`config.mk`:
```
export PLATFORM = sky130hd
export DESIGN_NAME = id_ex_stage_reg_flat
export DESIGN_NICKNAME = d
export VERILOG_FILES = /design/src/rtl/id_ex_stage_reg_if.sv /design/src/rtl/id_ex_stage_reg.sv /design/src/flat_wrapper.sv
export SDC_FILE = /design/constraint.sdc
export NUM_CORES = 1
export LEC_CHECK = 0
export ABC_CLOCK_PERIOD_IN_PS = 11820
export CAP_MARGIN = 20
export CORE_UTILIZATION = 55
export CTS_CLUSTER_SIZE = 25
export DETAILED_ROUTE_END_ITERATION = 7
export DONT_BUFFER_PORTS = 1
export GPL_TIMING_DRIVEN = 1
export MAX_ROUTING_LAYER = met4
export PLACE_DENSITY = 0.72
export SLEW_MARGIN = 20
export SYNTH_ARGS = -nofsm -noshare
export SYNTH_HDL_FRONTEND = slang
export SYNTH_SLANG_ARGS = --single-unit
```
`constraint.sdc`:
```
create_clock -name clk -period 11.82 [get_ports clk]
set_input_delay 1.182 -clock clk [delete_from_list [all_inputs] [get_ports clk]]
set_output_delay 1.182 -clock clk [all_outputs]
set_load 0.03 [all_outputs]
```
`src/rtl/id_ex_stage_reg_if.sv`:
```
// Bundle of the decode-to-execute pipeline handshake and payload.
// The stage uses the slave view. The decode/execute environment uses the master view.
interface id_ex_stage_reg_if #(
  parameter int DATA_W = 32,
  parameter int REG_W  = 5,
  parameter int EX_W   = 5,
  parameter int CNT_W  = 16
);
  // Upstream (decode) side
  logic              id_valid;
  logic              id_ready;
  logic              flush;
  logic [1:0]        id_wb;
  logic [1:0]        id_m;
  logic [EX_W-1:0]   id_ex;
  logic [DATA_W-1:0] id_rd1;
  logic [DATA_W-1:0] id_rd2;
  logic [DATA_W-1:0] id_imm;
  logic [REG_W-1:0]  id_rs;
  logic [REG_W-1:0]  id_rt;
  logic [REG_W-1:0]  id_rd;

  // Downstream (execute) side
  logic              ex_valid;
  logic              ex_ready;
  logic [1:0]        ex_wb;
  logic [1:0]        ex_m;
  logic [EX_W-1:0]   ex_ex;
  logic [DATA_W-1:0] ex_rd1;
  logic [DATA_W-1:0] ex_rd2;
  logic [DATA_W-1:0] ex_imm;
  logic [REG_W-1:0]  ex_rs;
  logic [REG_W-1:0]  ex_rt;
  logic [REG_W-1:0]  ex_rd;

  // Performance debug
  logic [CNT_W-1:0]  squash_cnt;

  modport master (
    output id_valid, flush, id_wb, id_m, id_ex, id_rd1, id_rd2, id_imm,
           id_rs, id_rt, id_rd, ex_ready,
    input  id_ready, ex_valid, ex_wb, ex_m, ex_ex, ex_rd1, ex_rd2, ex_imm,
           ex_rs, ex_rt, ex_rd, squash_cnt
  );

  modport slave (
    input  id_valid, flush, id_wb, id_m, id_ex, id_rd1, id_rd2, id_imm,
           id_rs, id_rt, id_rd, ex_ready,
    output id_ready, ex_valid, ex_wb, ex_m, ex_ex, ex_rd1, ex_rd2, ex_imm,
           ex_rs, ex_rt, ex_rd, squash_cnt
  );
endinterface

```
`src/rtl/id_ex_stage_reg.sv`:
```
// Elastic ID/EX pipeline register.
// A main entry drives execute, and a one-entry skid buffer absorbs a beat while execute stalls.
// A hazard-unit flush kills both entries and drops any incoming beat.
// A saturating counter records how many flushes killed live work.
module id_ex_stage_reg #(
  parameter int DATA_W = 32,
  parameter int REG_W  = 5,
  parameter int EX_W   = 5,
  parameter int CNT_W  = 16
) (
  input  logic               clk,
  input  logic               rst,
  id_ex_stage_reg_if.slave   bus
);

  typedef struct packed {
    logic [1:0]        wb;
    logic [1:0]        m;
    logic [EX_W-1:0]   ex;
    logic [DATA_W-1:0] rd1;
    logic [DATA_W-1:0] rd2;
    logic [DATA_W-1:0] imm;
    logic [REG_W-1:0]  rs;
    logic [REG_W-1:0]  rt;
    logic [REG_W-1:0]  rd;
  } payload_t;

  logic             r_m_valid;
  logic             r_s_valid;
  payload_t         r_m_pay;
  payload_t         r_s_pay;
  logic [CNT_W-1:0] r_squash_cnt;

  logic             w_in_fire;
  logic             w_out_fire;
  logic             w_m_free;
  payload_t         w_in_pay;

  // Increment that sticks at all-ones instead of wrapping
  function automatic logic [CNT_W-1:0] sat_inc(input logic [CNT_W-1:0] v);
    return (&v) ? v : v + CNT_W'(1);
  endfunction

  // Ready comes only from the skid flop, so ex_ready never reaches id_ready combinationally
  assign bus.id_ready = !r_s_valid;
  assign w_in_fire    = bus.id_valid & !r_s_valid;
  assign w_out_fire   = r_m_valid & bus.ex_ready;
  assign w_m_free     = w_out_fire | !r_m_valid;

  assign w_in_pay = '{wb:  bus.id_wb,  m:   bus.id_m,   ex:  bus.id_ex,
                      rd1: bus.id_rd1, rd2: bus.id_rd2, imm: bus.id_imm,
                      rs:  bus.id_rs,  rt:  bus.id_rt,  rd:  bus.id_rd};

  // Occupancy of the main and skid entries; flush wins over every transfer
  always_ff @(posedge clk or posedge rst) begin
    if (rst) begin
      r_m_valid <= 1'b0;
      r_s_valid <= 1'b0;
    end else if (bus.flush) begin
      r_m_valid <= 1'b0;
      r_s_valid <= 1'b0;
    end else if (w_m_free && r_s_valid) begin
      r_m_valid <= 1'b1;
      r_s_valid <= 1'b0;
    end else if (w_m_free && w_in_fire) begin
      r_m_valid <= 1'b1;
    end else if (w_m_free) begin
      r_m_valid <= 1'b0;
    end else if (w_in_fire) begin
      r_s_valid <= 1'b1;
    end
  end

  // Payload movement mirroring the occupancy rules; flush only clears main control fields
  always_ff @(posedge clk or posedge rst) begin
    if (rst) begin
      r_m_pay <= '0;
      r_s_pay <= '0;
    end else if (bus.flush) begin
      r_m_pay.wb <= '0;
      r_m_pay.m  <= '0;
      r_m_pay.ex <= '0;
    end else if (w_m_free && r_s_valid) begin
      r_m_pay <= r_s_pay;
    end else if (w_m_free && w_in_fire) begin
      r_m_pay <= w_in_pay;
    end else if (w_in_fire) begin
      r_s_pay <= w_in_pay;
    end
  end

  // Count flushes that actually killed a valid entry
  always_ff @(posedge clk or posedge rst) begin
    if (rst) begin
      r_squash_cnt <= '0;
    end else if (bus.flush && (r_m_valid || r_s_valid)) begin
      r_squash_cnt <= sat_inc(r_squash_cnt);
    end
  end

  // An empty stage always presents a NOP on the control fields
  assign bus.ex_valid   = r_m_valid;
  assign bus.ex_wb      = r_m_valid ? r_m_pay.wb : 2'b00;
  assign bus.ex_m       = r_m_valid ? r_m_pay.m  : 2'b00;
  assign bus.ex_ex      = r_m_valid ? r_m_pay.ex : '0;
  assign bus.ex_rd1     = r_m_pay.rd1;
  assign bus.ex_rd2     = r_m_pay.rd2;
  assign bus.ex_imm     = r_m_pay.imm;
  assign bus.ex_rs      = r_m_pay.rs;
  assign bus.ex_rt      = r_m_pay.rt;
  assign bus.ex_rd      = r_m_pay.rd;
  assign bus.squash_cnt = r_squash_cnt;

endmodule
```
`src/flat_wrapper.sv`:
```
// flat-port wrapper written by rule: the top's interface ports become plain ports
module id_ex_stage_reg_flat 
#(
  parameter int DATA_W = 32,
  parameter int REG_W  = 5,
  parameter int EX_W   = 5,
  parameter int CNT_W  = 16
)
  (clk, rst, bus_id_valid, bus_flush, bus_id_wb, bus_id_m, bus_id_ex, bus_id_rd1, bus_id_rd2, bus_id_imm, bus_id_rs, bus_id_rt, bus_id_rd, bus_ex_ready, bus_id_ready, bus_ex_valid, bus_ex_wb, bus_ex_m, bus_ex_ex, bus_ex_rd1, bus_ex_rd2, bus_ex_imm, bus_ex_rs, bus_ex_rt, bus_ex_rd, bus_squash_cnt);
  id_ex_stage_reg_if #(.DATA_W(DATA_W), .REG_W(REG_W), .EX_W(EX_W), .CNT_W(CNT_W)) bus_i ();
  input  logic clk;
  input  logic rst;
  input wire logic [$bits(bus_i.id_valid)-1:0] bus_id_valid;
  input wire logic [$bits(bus_i.flush)-1:0] bus_flush;
  input wire logic [$bits(bus_i.id_wb)-1:0] bus_id_wb;
  input wire logic [$bits(bus_i.id_m)-1:0] bus_id_m;
  input wire logic [$bits(bus_i.id_ex)-1:0] bus_id_ex;
  input wire logic [$bits(bus_i.id_rd1)-1:0] bus_id_rd1;
  input wire logic [$bits(bus_i.id_rd2)-1:0] bus_id_rd2;
  input wire logic [$bits(bus_i.id_imm)-1:0] bus_id_imm;
  input wire logic [$bits(bus_i.id_rs)-1:0] bus_id_rs;
  input wire logic [$bits(bus_i.id_rt)-1:0] bus_id_rt;
  input wire logic [$bits(bus_i.id_rd)-1:0] bus_id_rd;
  input wire logic [$bits(bus_i.ex_ready)-1:0] bus_ex_ready;
  output wire logic [$bits(bus_i.id_ready)-1:0] bus_id_ready;
  output wire logic [$bits(bus_i.ex_valid)-1:0] bus_ex_valid;
  output wire logic [$bits(bus_i.ex_wb)-1:0] bus_ex_wb;
  output wire logic [$bits(bus_i.ex_m)-1:0] bus_ex_m;
  output wire logic [$bits(bus_i.ex_ex)-1:0] bus_ex_ex;
  output wire logic [$bits(bus_i.ex_rd1)-1:0] bus_ex_rd1;
  output wire logic [$bits(bus_i.ex_rd2)-1:0] bus_ex_rd2;
  output wire logic [$bits(bus_i.ex_imm)-1:0] bus_ex_imm;
  output wire logic [$bits(bus_i.ex_rs)-1:0] bus_ex_rs;
  output wire logic [$bits(bus_i.ex_rt)-1:0] bus_ex_rt;
  output wire logic [$bits(bus_i.ex_rd)-1:0] bus_ex_rd;
  output wire logic [$bits(bus_i.squash_cnt)-1:0] bus_squash_cnt;
  assign bus_i.id_valid = bus_id_valid;
  assign bus_i.flush = bus_flush;
  assign bus_i.id_wb = bus_id_wb;
  assign bus_i.id_m = bus_id_m;
  assign bus_i.id_ex = bus_id_ex;
  assign bus_i.id_rd1 = bus_id_rd1;
  assign bus_i.id_rd2 = bus_id_rd2;
  assign bus_i.id_imm = bus_id_imm;
  assign bus_i.id_rs = bus_id_rs;
  assign bus_i.id_rt = bus_id_rt;
  assign bus_i.id_rd = bus_id_rd;
  assign bus_i.ex_ready = bus_ex_ready;
  assign bus_id_ready = bus_i.id_ready;
  assign bus_ex_valid = bus_i.ex_valid;
  assign bus_ex_wb = bus_i.ex_wb;
  assign bus_ex_m = bus_i.ex_m;
  assign bus_ex_ex = bus_i.ex_ex;
  assign bus_ex_rd1 = bus_i.ex_rd1;
  assign bus_ex_rd2 = bus_i.ex_rd2;
  assign bus_ex_imm = bus_i.ex_imm;
  assign bus_ex_rs = bus_i.ex_rs;
  assign bus_ex_rt = bus_i.ex_rt;
  assign bus_ex_rd = bus_i.ex_rd;
  assign bus_squash_cnt = bus_i.squash_cnt;
  id_ex_stage_reg #(.DATA_W(DATA_W), .REG_W(REG_W), .EX_W(EX_W), .CNT_W(CNT_W)) u_core (.clk(clk), .rst(rst), .bus(bus_i));
endmodule
```
==> impl_metrics.csv, run 1 <==
group,metric,value,unit
timing,maxSlewViolCount,0,
placed_design,hpwl,13600,µm
layout,n_antenna_cell,0,
power_and_ir_drop,pwr-share-comb,10.2,%
die,fp.coreArea,20600,µm²
synth,syn_area,11700,µm²
placed_design,globalplace.congestion,0.744,
die,ioPinCount,263,
synth,synthCells,972,
timing,grt_setup_unrepaired,"false",
power_and_ir_drop,powerDensity,202,nW/µm²
critical_path,cp.arrival,3430,ps
synth,synth_top_area_cell,"dfrtp_1",
route,met2_length,9930,µm
power_and_ir_drop,p_total,2400,µW
clocking,cts_resized,0,
synth,ys_ff_latch,258,
critical_path,crit_type,"flip-flop to flip-flop",
route,dr.pass1.iters,5,
critical_path,cp-end-kind,"flip-flop",
timing,fin_crit,3030,ps
timing,min_period_over_period,25.6,%
layout,final_layout_size_suffix_gt1_share,20.7,%
timing,finalSetupViolCount,0,
layout,mostFrequentLayoutCell,"dfrtp_1",
critical_path,slowest_delay,800,ps
route,post-route-drc-count,0,
power_and_ir_drop,p_seq_share,55.0,%
die,die_w,148,µm
critical_path,crit_fanout,61,
critical_path,crit_top_cell,"buf_4",
route,wl_met3,2120,µm
run,max-cap-violations,0,
synth,synthArstFlopShare,100,%
power_and_ir_drop,power_leakage,0.00585,µW
die,start_util,56.9,%
placed_design,port_buffers,0,
synth,ys_seq_area_share,55.2,%
synth,synth_edf_count,0,
critical_path,critPathLaunchType,"flip-flop",
layout,area_delta_synth_final,1.67,%
global_route,grt_use_total,20.2,%
timing,fmax,330,MHz
critical_path,cp_slowest_cell,"buf_4",
layout,final_nets,972,
die,die_area,21900,µm²
power_and_ir_drop,switching_share,29.3,%
clocking,clk_latency,520,ps
route,num_vias,6376,
min_path,min_path_type,"flip-flop to flip-flop",
synth,synth-main-ff-cell,"dfrtp_1",
synth,synth.top_cell.area_share,55.2,%
route,drt_wl_total,21500,µm
timing,hold_viol,0,
route,met1_length,9100,µm
timing,worst_pin_slew,1110,ps
power_and_ir_drop,ir_worst_vdd,0.000146,V
clocking,clk_pin_slew_worst_paths,60,ps
die,fp.dieH,148,µm
clocking,cts_num_sinks,258,
route,routed_via_density,5.63,
route,wl_per_cell,19.0,µm
global_route,grt_pass1_vias,6529,
global_route,antenna_found_initial,0,
clocking,cts_setup_buffers,0,
global_route,overflow,0,
route,top_layer_used,"met4",
route,ant_nets,0,
die,rows,52,
critical_path,worstPathCellList,"nor2b_1 > nand4_1 > buf_4 > buf_4 > mux2_2",
route,drt_iter0_markers,209,
clocking,numCtsBuffers,27,
power_and_ir_drop,clkPwrFrac,34.8,%
synth,yosys_warnings,0,
power_and_ir_drop,switchingPower,706,µW
outcome,status,"finished clean",
clocking,cts_htree_levels,1,
synth,synth_area_leaders,"dfrtp_1, mux2_2, mux2i_1",
layout,layout_common_cells,"dfrtp_1, mux2i_1, mux2_2, nor2_1, a21oi_1",
timing,clock_skew,6.46,ps
power_and_ir_drop,p_int,1700,µW
critical_path,critPathRequiredTime,12220,ps
clocking,clockBufferDepth,3,
global_route,grt_start_max_net_pins,114,
clocking,root_buffer,"clkbuf_16",
global_route,grt_pass1_wl,34400,µm
clocking,cts_tree,"yes",
synth,ys_types,37,
timing,relSlewSlack,26.0,%
synth,syn-num-nets,1098,
synth,syn_avg_cell_area,12.0,µm²
timing,tns,0,ps
clocking,cts_hold_buffers,0,
[power groups by stage]
stage / clock, µW / sequential [µW] / combinational (µW)
floorplan: 0 / 1170 / 443
global placement: 0 / 1330 / 237
detailed placement: 0 / 1340 / 249
CTS: 855 / 1320 / 250
global route: 886 / 1350 / 281
finish: 837 / 1320 / 246
[worst max-delay path: cells and delay by family (launching register included)]
kind / cells / cell delay (ps)
buf+inv: 2 / 1450
flops: 1 / 610
mux: 1 / 410
simple gates: 2 / 380
[Yosys cell counts, types with 2 or more instances]
cell type	number
inv_1	5
a21oi_1	115
nor2_1	117
and2_1	9
nor3_1	5
mux2i_1	121
and4_1	3
dfrtp_1	258
buf_2	32
clkbuf_1	8
nand4_1	4
buf_4	121
xnor2_1	3
nor4_1	2
mux2_2	121
nand2_1	6
nor4b_1	2
o2bb2ai_1	9
xor2_1	7
nand3_1	7
[registers in the layout, indices dropped and copies added, names as in the netlist]
name	count
u_core.bus.ex_rd2	32
u_core.bus.squash_cnt	16
u_core.r_m_pay	9
u_core.r_s_pay	120
u_core.bus.ex_rd	5
u_core.bus.ex_rs	5
u_core.bus.ex_rd1	32
u_core.bus.ex_valid	1
u_core.bus.ex_imm	32
u_core.r_s_valid	1
u_core.bus.ex_rt	5
[stage by stage]
stage	std cells	setup slack [ps]	utilization (%)	cell area, µm²	hold slack (ps)
final	1133	8790	57.9	11900	489
after global routing	1133	8420	57.9	11900	492
after CTS	1133	8740	57.9	11900	489
after detailed placement	1087	8200	53.6	11000	472
after global placement	1087	8200	53.6	11000	467
after floorplan	972	3540	-	11700	448
[final cells by class]
| cell class | instances | area, µm² |
|---|---|---|
| well taps | 270 | 338 |
| clock buffers | 36 | 779 |
| clock inverters | 10 | 108 |
| flip-flops and latches | 258 | 6460 |
| fillers | 1696 | 8660 |
| inverters | 5 | 26.3 |
| multi-input cells | 546 | 4130 |
| repair buffers | 8 | 60.1 |
[routing by layer]
| metal | vias to the layer above | global-route usage, % |
|---|---|---|
| met3 | 27 | 7.16 |
| met1 | 3151 | 25.5 |
| met5 | - | - |
| met2 | 200 | 31.2 |
| li1 | 2998 | - |
| met4 | 0 | 4.69 |
[final timing paths]
check / startpoint / endpoint / slack (ps) / cells after the start
min in group asynchronous: rst / u_core.bus.ex_imm[13] / 650 / 1
setup / recovery: u_core.bus.ex_valid / u_core.r_s_pay[117] / 8790 / 5
hold reg to reg: u_core.r_m_pay[111] / u_core.r_m_pay[111] / 490 / 1
setup reg to reg: u_core.bus.ex_valid / u_core.r_s_pay[117] / 8790 / 5
max in group asynchronous: rst / u_core.r_s_pay[61] / 8930 / 3
hold / removal: u_core.r_m_pay[111] / u_core.r_m_pay[111] / 490 / 1
[cells by family (layout without fill, tap and decap cells)]
family | count (synthesis) | in the layout | synth area share (%)
mux | 243 | 243 | 22.1
xor+xnor | 10 | 10 | 0.748
buf+inv | 168 | 59 | 9.64
simple gates | 162 | 162 | 6.19
fa+ha+maj | 1 | 1 | 0.107
flops | 258 | 258 | 55.2
compound gates | 130 | 130 | 6.05
Power figures use the tool's default switching activity.
==> inputs of run 2 (changes only) <==
- ABC_CLOCK_PERIOD_IN_PS: 11820 -> 3100
- clock period: 11.82 -> 3.1 ns (I/O delays scaled with it)
==> run 2 against run 1 <==
Register-to-register slack worse by 7800 ps. Critical path depth rose by 1. Core utilization is 6.9 points higher. Critical path type unchanged. Critical endpoint is now u_core.bus.ex_rd1[31]. Largest power group unchanged. Count of clock-buffer cells in the layout down 5. Maximum frequency increased by 41%. Flip-flop and latch count unchanged. Combinational power grew to 4.6 times the previous value. Wire length up 13%.
==> impl_metrics.csv, run 2 (synthesized netlist as in run 1, its figures left out) <==
group,metric,value,unit
layout,regMostFlops,"u_core.r_s_pay",
layout,finish.instance_area,13300,µm²
critical_path,slowest_delay,480,ps
critical_path,cp-end-kind,"flip-flop",
min_path,min_path_type,"input port to flip-flop",
clocking,clk_pin_slew_worst_paths,60,ps
route,dr.pass1.iters,4,
die,die_area,21900,µm²
clocking,root_buffer,"clkbuf_16",
timing,finalSetupViolCount,0,
critical_path,crit_top_cell,"buf_4",
clocking,cts_setup_buffers,0,
clocking,cts_num_sinks,258,
run,max-cap-violations,0,
layout,fillers,1519,
critical_path,crit_start,"u_core.bus.ex_valid",
placed_design,globalplace.congestion,0.768,
layout,final_layout_size_suffix_gt1_share,19.1,%
critical_path,r2r-start,"u_core.bus.ex_valid",
die,fp.dieH,148,µm
power_and_ir_drop,ir_worst_vdd,0.000446,V
timing,grt_setup_unrepaired,"false",
timing,worst_pin_slew,869,ps
clocking,clk_latency,520,ps
clocking,clockBufferDepth,3,
die,ioPinCount,263,
die,fp.coreArea,20600,µm²
global_route,grt_start_max_net_pins,173,
global_route,grt_use_total,23.0,%
route,drt_iter0_markers,218,
route,post-route-drc-count,0,
clocking,cts_htree_levels,1,
route,routed_via_density,5.58,
placed_design,port_buffers,0,
timing,min_period_over_period,69.2,%
placed_design,place_ws,1010,ps
critical_path,critPathRequiredTime,3460,ps
min_path,hp-start,"bus_id_rd1[18]",
global_route,overflow,0,
route,drt_wl_total,24200,µm
power_and_ir_drop,power_leakage,0.00645,µW
timing,clock_skew,8.99,ps
layout,mostFrequentLayoutCell,"dfrtp_1",
timing,maxSlewViolCount,0,
route,wl_per_cell,19.1,µm
global_route,grt_pass1_wl,39200,µm
die,start_util,56.9,%
global_route,antenna_found_initial,0,
timing,relSlewSlack,42.1,%
die,die_w,148,µm
critical_path,cp.arrival,2510,ps
layout,largest_reg_flops,120,
power_and_ir_drop,powerDensity,709,nW/µm²
timing,hold_viol,0,
clocking,numCtsBuffers,27,
critical_path,cp_slowest_cell,"nand2_4",
clocking,cts_resized,0,
clocking,cts_tree,"yes",
timing,tns,0,ps
critical_path,crit_fanout,28,
timing,fin_crit,2140,ps
placed_design,hpwl,14300,µm
route,ant_nets,0,
layout,area_delta_synth_final,13.7,%
layout,n_antenna_cell,0,
route,num_vias,7072,
clocking,cts_hold_buffers,122,
timing,timing.final.ws_setup,955,ps
critical_path,worstPathCellList,"buf_4 > nand2b_1 > nand2_4 > buf_4 > mux2i_1 > a21oi_1",
layout,final_nets,1104,
outcome,status,"finished clean",
global_route,grt_pass1_vias,7439,
placed_design,dpl-instance-area,11200,µm²
critical_path,crit_type,"flip-flop to flip-flop",
die,rows,52,
timing,fmax,466,MHz
layout,layout_common_cells,"dfrtp_1, dlygate4sd3_1, mux2i_1, mux2_2, nor2_1",
critical_path,critPathLaunchType,"flip-flop",
## run 2: cell type report
cell class | count | area, µm² | share of cell area (%)
Inverter | 5 | 22.5 | 0.169
Multi-Input combinational cell | 546 | 4130 | 31.0
Sequential cell | 258 | 6460 | 48.5
Timing Repair Buffer | 140 | 1470 | 11.0
Clock inverter | 17 | 193 | 1.45
Tap cell | 270 | 338 | 2.54
Clock buffer | 31 | 701 | 5.26
## run 2: stage by stage
| step | instances | utilization [%] | power [µW] | hold WS [ps] |
|---|---|---|---|---|
| final | 1267 | 64.7 | 9430 | 21.9 |
| after global routing | 1267 | 64.7 | 9860 | 9.59 |
| after CTS | 1267 | 64.7 | 9500 | 0.346 |
| after detailed placement | 1097 | 54.4 | 6080 | 358 |
| after global placement | 1097 | 54.4 | 6000 | 358 |
| after floorplan | 972 | - | 6140 | 448 |
## run 2: metal layers
metal | up-vias | wire length, µm | track usage (%)
li1 | 3266 | - | -
met2 | 227 | 11500 | 37.0
met5 | - | 0 | -
met3 | 56 | 1930 | 6.76
met4 | 0 | 753 | 7.47
met1 | 3523 | 9950 | 27.9
## run 2: worst max-delay path, delay by kind of cell, from the launching register on
kind	cells	cell delay (ps)
flip-flops	1	390
buffers and inverters	2	610
AND/OR/NAND/NOR	2	630
multiplexers	1	250
AO/OA/AOI/OAI	1	100
## run 2: where the power goes
group          total, µW  switching, µW  internal (µW)
clock               3260           1310           1950
sequential          5050           1010           4040
combinational       1130            489            637
total               9430           2800           6630
## run 2: worst paths after layout
check                                        end  slack (ps)  depth (start not counted)
setup / recovery           u_core.bus.ex_rd1[31]         960                          6
hold / removal             u_core.bus.ex_rd1[18]          20                          2
setup reg to reg           u_core.bus.ex_rd1[31]         960                          6
hold reg to reg              u_core.r_m_pay[111]         490                          1
max in group asynchronous     u_core.r_s_pay[40]        1770                          3
min in group asynchronous    u_core.bus.ex_rs[1]         430                          2
==> inputs of run 3 (changes only) <==
- ABC_CLOCK_PERIOD_IN_PS: 3100 -> 1900
- PLACE_DENSITY: 0.72 -> 0.75
- clock period: 3.1 -> 1.9 ns (I/O delays scaled with it)
==> run 3 against run 2 <==
Clock power is 67% higher. Total power is 67% higher. First-iteration DRC count is 2.3% higher. Clock skew is 0.57 ps lower. Wire length is 2.9% higher. Maximum frequency is 13% higher. Register-to-register slack worse by 950 ps. Sequential share of layout area is 1.8 points lower. Die area stayed put. Largest cell class unchanged. Highest routed layer unchanged.
==> impl_metrics.csv, run 3 (synthesized netlist as in run 1, its figures left out) <==
group,metric,value,unit
timing,worst_pin_slew,736,ps
power_and_ir_drop,p_seq_share,51.5,%
die,die_w,148,µm
layout,mostFrequentLayoutCell,"dfrtp_1",
critical_path,crit_fanout,58,
route,post-route-drc-count,0,
clocking,clk_pin_slew_worst_paths,60,ps
clocking,numCtsBuffers,27,
timing,clock_skew,8.42,ps
layout,stdcell_count,1310,
timing,relSlewSlack,50.7,%
critical_path,critPathLaunchType,"flip-flop",
layout,regMostFlops,"u_core.r_s_pay",
placed_design,dpl-instance-area,11600,µm²
clocking,cts_tree,"yes",
layout,final_layout_size_suffix_gt1_share,22.4,%
global_route,overflow,0,
timing,fin_crit,1900,ps
layout,largest_reg_flops,120,
power_and_ir_drop,ir_worst_vdd,0.000813,V
critical_path,slowest_delay,430,ps
route,routed_via_density,5.58,
layout,final_nets,1150,
run,max-cap-violations,0,
layout,finish.instance_area,13800,µm²
route,drt_iter0_markers,223,
power_and_ir_drop,pwr-share-comb,13.8,%
clocking,cts_num_sinks,258,
clocking,root_buffer,"clkbuf_16",
die,fp.coreArea,20600,µm²
placed_design,hpwl,15300,µm
clocking,clockBufferDepth,3,
timing,hold_viol,0,
layout,utilization,67.2,%
die,start_util,56.9,%
outcome,status,"finished clean",
placed_design,globalplace.congestion,0.773,
layout,area_delta_synth_final,18.1,%
critical_path,crit_type,"flip-flop to flip-flop",
critical_path,cp-end-kind,"flip-flop",
die,die_area,21900,µm²
global_route,grt_pass1_wl,39700,µm
die,fp.dieH,148,µm
die,rows,52,
timing,maxSlewViolCount,0,
power_and_ir_drop,p_total,15700,µW
global_route,grt_pass1_vias,7653,
route,ant_nets,0,
min_path,min_path_type,"input port to flip-flop",
power_and_ir_drop,switching_share,29.3,%
route,dr.pass1.iters,4,
layout,n_antenna_cell,0,
critical_path,cp.arrival,2290,ps
global_route,grt_use_total,23.4,%
layout,fillers,1401,
critical_path,cp_slowest_cell,"dfrtp_1",
clocking,cts_setup_buffers,0,
timing,holdWs,75.9,ps
route,wl_per_cell,19.0,µm
layout,layout_common_cells,"dfrtp_1, dlygate4sd3_1, mux2i_1, mux2_2, nor2_1",
clocking,clk_latency,520,ps
timing,min_period_over_period,99.9,%
global_route,antenna_found_initial,0,
die,ioPinCount,263,
timing,finalSetupViolCount,0,
power_and_ir_drop,switchingPower,4600,µW
power_and_ir_drop,power_leakage,0.00674,µW
power_and_ir_drop,clkPwrFrac,34.7,%
placed_design,dpl.cell_count,1140,
placed_design,port_buffers,0,
critical_path,worstPathCellList,"buf_4 > nand2b_1 > nand2_4 > buf_12 > mux2i_1 > a21oi_1",
route,num_vias,7308,
timing,fmax,527,MHz
global_route,grt_start_max_net_pins,87,
power_and_ir_drop,powerDensity,1140,nW/µm²
timing,grt_setup_unrepaired,"true",
power_and_ir_drop,p_int,11100,µW
clocking,cts_htree_levels,1,
critical_path,critPathRequiredTime,2290,ps
route,drt_wl_total,24900,µm
## run 3: power by group through the flow
stage	Combinational (µW)	Sequential, µW	Clock, µW
finish	2170	8090	5450
global route	2400	8200	5760
CTS	2160	8070	5530
detailed placement	1900	8150	0
global placement	1830	8090	0
floorplan	2760	7260	0
## run 3: per-stage QoR
stage | worst slack (ps) | TNS (ps)
CTS | 87.2 | 0
finish | 2.23 | 0
detailed placement | 116 | 0
global route | -55.5 | -220
global placement | 152 | 0
floorplan | -1690 | -435930
## run 3: worst paths after layout
path	slack (ps)	start	to	depth (start not counted)
hold reg to reg	490	u_core.r_m_pay[119]	u_core.r_m_pay[119]	1
setup reg to reg	2	u_core.bus.ex_valid	u_core.bus.ex_rd2[15]	6
setup / recovery	2	u_core.bus.ex_valid	u_core.bus.ex_rd2[15]	6
max in group asynchronous	960	rst	u_core.bus.ex_rd2[17]	3
hold / removal	80	bus_flush	u_core.bus.squash_cnt[4]	4
min in group asynchronous	230	rst	u_core.r_s_pay[5]	2
## run 3: layer usage
| layer | up-vias | wire [µm] | share of wire, % | global-route usage [%] |
|---|---|---|---|---|
| met1 | 3667 | 10000 | 40 | 28.1 |
| met4 | 0 | 616 | 2.5 | 6.55 |
| met3 | 52 | 1860 | 7.5 | 5.65 |
| met5 | - | 0 | 0 | - |
| li1 | 3358 | - | - | - |
| met2 | 231 | 12400 | 50 | 39.4 |
## run 3: layout make-up
| type | instances | area [µm²] | area share (%) |
|---|---|---|---|
| clock buffer | 34 | 762 | 5.52 |
| clock inverter | 11 | 160 | 1.16 |
| inverter | 5 | 22.5 | 0.163 |
| multi-input combinational | 546 | 4140 | 30.0 |
| sequential | 258 | 6460 | 46.7 |
| tap | 270 | 338 | 2.45 |
| timing repair buffer | 186 | 1940 | 14.0 |
## run 3: worst max-delay path: cells and delay by family, from the launching register on
kind / cells / cell delay, ps
AOI/OAI and AO/OA: 1 / 120
DFF: 1 / 430
muxes: 1 / 340
and+or+nand+nor: 2 / 280
buffers and inverters: 2 / 540
## run 3: repair_timing
action                     in CTS  in global routing
gates resized for setup         0                  3
setup endpoints to repair       0                 33
hold buffers                  125                  0
hold endpoints to repair      252                  0
